## src/rtl/seq_detect_param.sv

```systemverilog
// Parametrised serial pattern detector with run-time pattern reload,
// selectable overlap and a saturating match counter.
module seq_detect_param #(
    parameter int                 PAT_W   = 4,
    parameter logic [PAT_W-1:0]   PATTERN = 4'b1110,
    parameter int                 CNT_W   = 8
) (
    input  logic             Clk,
    input  logic             Reset,
    input  logic             En,
    input  logic             Din,
    input  logic             Overlap,
    input  logic             Cfg_load,
    input  logic [PAT_W-1:0] Cfg_pat,
    input  logic             Cnt_clr,
    output logic             Dout,
    output logic [CNT_W-1:0] Match_cnt
);

    localparam int               FILL_W   = $clog2(PAT_W + 1);
    localparam logic [FILL_W-1:0] FILL_FULL = FILL_W'(PAT_W);
    localparam logic [CNT_W-1:0]  CNT_MAX   = {CNT_W{1'b1}};

    typedef enum logic [1:0] {
        IDLE = 2'd0,
        FILL = 2'd1,
        HUNT = 2'd2
    } state_t;

    state_t              r_state;
    logic [PAT_W-1:0]    r_pat;
    logic [PAT_W-1:0]    r_hist;
    logic [FILL_W-1:0]   r_fill;
    logic                r_dout;
    logic [CNT_W-1:0]    r_cnt;

    logic [PAT_W-1:0]    w_hist_next;
    logic [FILL_W-1:0]   w_fill_next;
    logic                w_match;

    // NOTE: every signal assigned in always_comb gets a default first so no latch is inferred.
    always_comb begin
        w_hist_next = {r_hist[PAT_W-2:0], Din};
        w_fill_next = r_fill + 1'b1;
        if (r_state == HUNT) begin
            w_fill_next = FILL_FULL;
        end
        w_match = En & ~Cfg_load & (w_fill_next == FILL_FULL) & (w_hist_next == r_pat);
    end

    // NOTE: sequential state uses non-blocking assignments only; reset is synchronous.
    always_ff @(posedge Clk) begin
        if (Reset) begin
            r_pat   <= PATTERN;
            r_hist  <= '0;
            r_fill  <= '0;
            r_state <= IDLE;
            r_dout  <= 1'b0;
            r_cnt   <= '0;
        end else begin
            r_dout <= w_match;

            // A clear coinciding with a match still counts that match.
            if (Cnt_clr) begin
                r_cnt <= w_match ? CNT_W'(1) : '0;
            end else if (w_match && (r_cnt != CNT_MAX)) begin
                r_cnt <= r_cnt + 1'b1;
            end

            if (Cfg_load) begin
                r_pat   <= Cfg_pat;
                r_hist  <= '0;
                r_fill  <= '0;
                r_state <= IDLE;
            end else if (En) begin
                if (w_match && !Overlap) begin
                    r_hist  <= '0;
                    r_fill  <= '0;
                    r_state <= IDLE;
                end else begin
                    r_hist  <= w_hist_next;
                    r_fill  <= w_fill_next;
                    r_state <= (w_fill_next == FILL_FULL) ? HUNT : FILL;
                end
            end
        end
    end

    assign Dout      = r_dout;
    assign Match_cnt = r_cnt;

endmodule

```

## config.mk

```make
export PLATFORM = sky130hd
export DESIGN_NAME = seq_detect_param
export DESIGN_NICKNAME = d
export VERILOG_FILES = /design/src/rtl/seq_detect_param.sv
export SDC_FILE = /design/constraint.sdc
export NUM_CORES = 1
export LEC_CHECK = 0
export ABC_CLOCK_PERIOD_IN_PS = 3100
export CAP_MARGIN = 20
export CORE_MARGIN = 1.5
export CORE_UTILIZATION = 52
export CTS_CLUSTER_DIAMETER = 120
export DETAILED_ROUTE_END_ITERATION = 12
export PLACE_DENSITY = 0.8
export SLEW_MARGIN = 20
export SYNTH_ARGS = -nofsm -noshare
export SYNTH_HDL_FRONTEND = slang
export SYNTH_SLANG_ARGS = --single-unit
```

## constraint.sdc

```tcl
create_clock -name Clk -period 3.1 [get_ports Clk]
set_input_delay 0.31 -clock Clk [delete_from_list [all_inputs] [get_ports Clk]]
set_output_delay 0.31 -clock Clk [all_outputs]
set_load 0.02 [all_outputs]
```

==> out/metrics.csv <==
metric,value,unit
CTS buffer count,3,
Worst Skew,4.08,ps
Synth Warn #,0,
"Avg Cell Area, Syn",8.93,um^2
FP Rows,15,
IO Port Bufs,19,
Routed Antenna Nets,0,
met1 usage,0.259,
Syn Nets,127,
WL per Instance,11.7,um
Yosys cell types,31,
final setup fails,0,
slew margin rel.,0.763,
"area leader, netlist",dfxtp_1,
max cap viols,0,
crit start category,register,
Syn Std Cell Area,1020,um^2
Hold Slack,483,ps
Final Hold Fails,0,
DIE AREA,2230,um^2
grt total ovfl,0,
post-synthesis sequential area ratio,0.413,
# DRC,0,
Finished Layout Cells,158,
Cells after Synth,114,
busiest grt layer,met2,
via count,875,
Static Leakage,0.000432,uW
share of layout cells above drive strength 1,0.0827,
drt first pass iters,4,
Critical Path RT,3330,ps
CTS tree,yes,
Skew-Pair Late Insertion Delay,300,ps
DP HPWL,1.43,mm
power density over cell area,364,nW/um^2
Die Wd,47.3,um
crit end category,register,
WL final,1.85,mm
Yosys reg bits,21,
# placed instances,154,
H-tree depth,1,
met3 Track Usage GR,0.0385,
Yosys top cell area share,0.413,
initial core utilization,0.571,
core area,1780,um^2
Final period util,0.607,
met2 GRT Util,0.270,
Die Ht,47.3,um
fmax,0.531,GHz
Clk Tree Root Cell,clkbuf_4,
nets,147,
DR iter-0 viols,11,
clock buffer depth,2,
gr usage total,0.184,
largest net degree at the start of global routing,12,
hold crit path type,register to register,
"CTS clk-pin slew, worst paths",120,ps
RSZ-0062 raised after global routing,no,
ranking of synthesized cells by area,"dfxtp_1 (41%), a21oi_1 (6.4%), a211o_1 (3.4%), o21ai_0 (3.4%), xor2_1 (3.4%)",
ys flop type,dfxtp_1,
ANT cells,0,
slew at the pin closest to its max-slew limit,355,ps
crit-path max FO,9,
first-pass GRT wire length,2.93,mm
vias in the first global route,714,
setup TNS,0,ps
CP Data Arrival Time,2120,ps
Max IR drop VDD,0.281,mV
initial antenna violation count,0,
Setup CP Type,register to register,
crit path time final,1880,ps
Post-CTS Repair Setup Buffers,0,
CTS Hold Bufs,0,
Area Overhead vs Synth,22.4,%
Placer Congestion,0.804,
"Async S/R FF share, synth",0,
clk sinks,21,
post-CTS sizing,0,
outcome,"finished, final reports clean",
Post-synth EDFFs,0,
max-slew violation count,0,
drt via density,5.54,
I/O pin count,20,
-- sequential cells by signal (all words and copies together) (netlist names) --
register	flops
r_hist	3
r_fill	3
Match_cnt	8
Dout	1
r_pat	4
r_state	2
-- synth_stat cells (2+ instances only) --
cell	count
nand2b_1	2
nand4_1	3
mux2i_1	2
nor2b_1	4
nor3_4	2
nor2_1	8
inv_1	3
a211o_1	4
ha_1	2
nand3b_1	2
dfxtp_1	21
nand2_1	9
nand3_1	4
clkbuf_1	2
xor2_1	4
or2_2	2
o211ai_1	4
or3_1	5
o21ai_0	7
a21oi_1	13
-- layout make-up --
type	instances	area (um^2)
repair buffers	19	190
fillers	150	537
multi-input cells	85	563
well taps	25	31.3
clock buffers	4	26.3
flip-flops and latches	21	420
inverters	4	15.0
-- critical path, cell delays in order, from the launching register on --
cell and delay (ps):
dfxtp_1 350, ha_1 300, nand2b_1 180, o21ai_4 260, nand4_4 180, or3_1 390
a21oi_1 150
-- stage by stage --
step | setup slack [ps] | utilization | instance area [um^2] | total power (uW)
2_1_floorplan | 1410 | - | 1020 | 311
3_3_place_gp | 1010 | 0.684 | 1220 | 327
3_5_place_dp | 920 | 0.684 | 1220 | 328
4_1_cts | 1220 | 0.699 | 1250 | 457
5_1_grt | 1110 | 0.699 | 1250 | 468
6_report | 1220 | 0.699 | 1250 | 453
-- power by group --
part	switching [uW]	internal [uW]	total [uW]
clock	82.0	50.1	132
combinational	20.6	22.0	42.5
sequential	3.50	275	279
total	106	347	453
-- final timing paths --
kind                    from      endpoint  slack [ps]  cells past startpoint
hold reg to reg   r_state[1]    r_state[1]         480                      2
setup / recovery   r_fill[0]  Match_cnt[3]        1220                      6
setup reg to reg   r_fill[0]  Match_cnt[3]        1220                      6
hold / removal    r_state[1]    r_state[1]         480                      2
-- metal layers --
metal,vias up,share of wire
met3,2,0.041
met2,28,0.47
met4,0,0.0076
met1,395,0.48
li1,450,-
met5,-,0
-- logic make-up (layout without fill, tap and decap cells) --
family | count (synthesis) | after routing | synth area share
buf+inv | 8 | 27 | 0.0344
compound gates | 30 | 30 | 0.186
simple gates | 46 | 46 | 0.280
xor+xnor | 5 | 5 | 0.0430
flops | 21 | 21 | 0.413
fa+ha+maj | 2 | 2 | 0.0246
mux | 2 | 2 | 0.0197
-- placed cells by master, fill, tap and decap left out, drive strengths merged --
| master | Yosys | routed |
|---|---|---|
| xor2 | 4 | 4 |
| nand3 | 5 | 5 |
| clkbuf | 2 | 4 |
| nand3b | 2 | 2 |
| and4 | 1 | 1 |
| dfxtp | 21 | 21 |
| mux2i | 2 | 2 |
| a21oi | 13 | 13 |
| nor3b | 1 | 1 |
| xnor2 | 1 | 1 |
| clkdlybuf4s50 | 0 | 19 |
| o21bai | 1 | 1 |
| o21ai | 8 | 8 |
| nor2 | 8 | 8 |
| nand2b | 2 | 2 |
| a211o | 4 | 4 |
| or3 | 5 | 5 |
| nand4 | 4 | 4 |
| o211ai | 4 | 4 |
| or2 | 2 | 2 |
| inv | 4 | 4 |
| nor4 | 1 | 1 |
| ha | 2 | 2 |
| nor2b | 4 | 4 |
| nor3 | 2 | 2 |
| nand2 | 9 | 9 |
(Power assumes the default switching activity.)
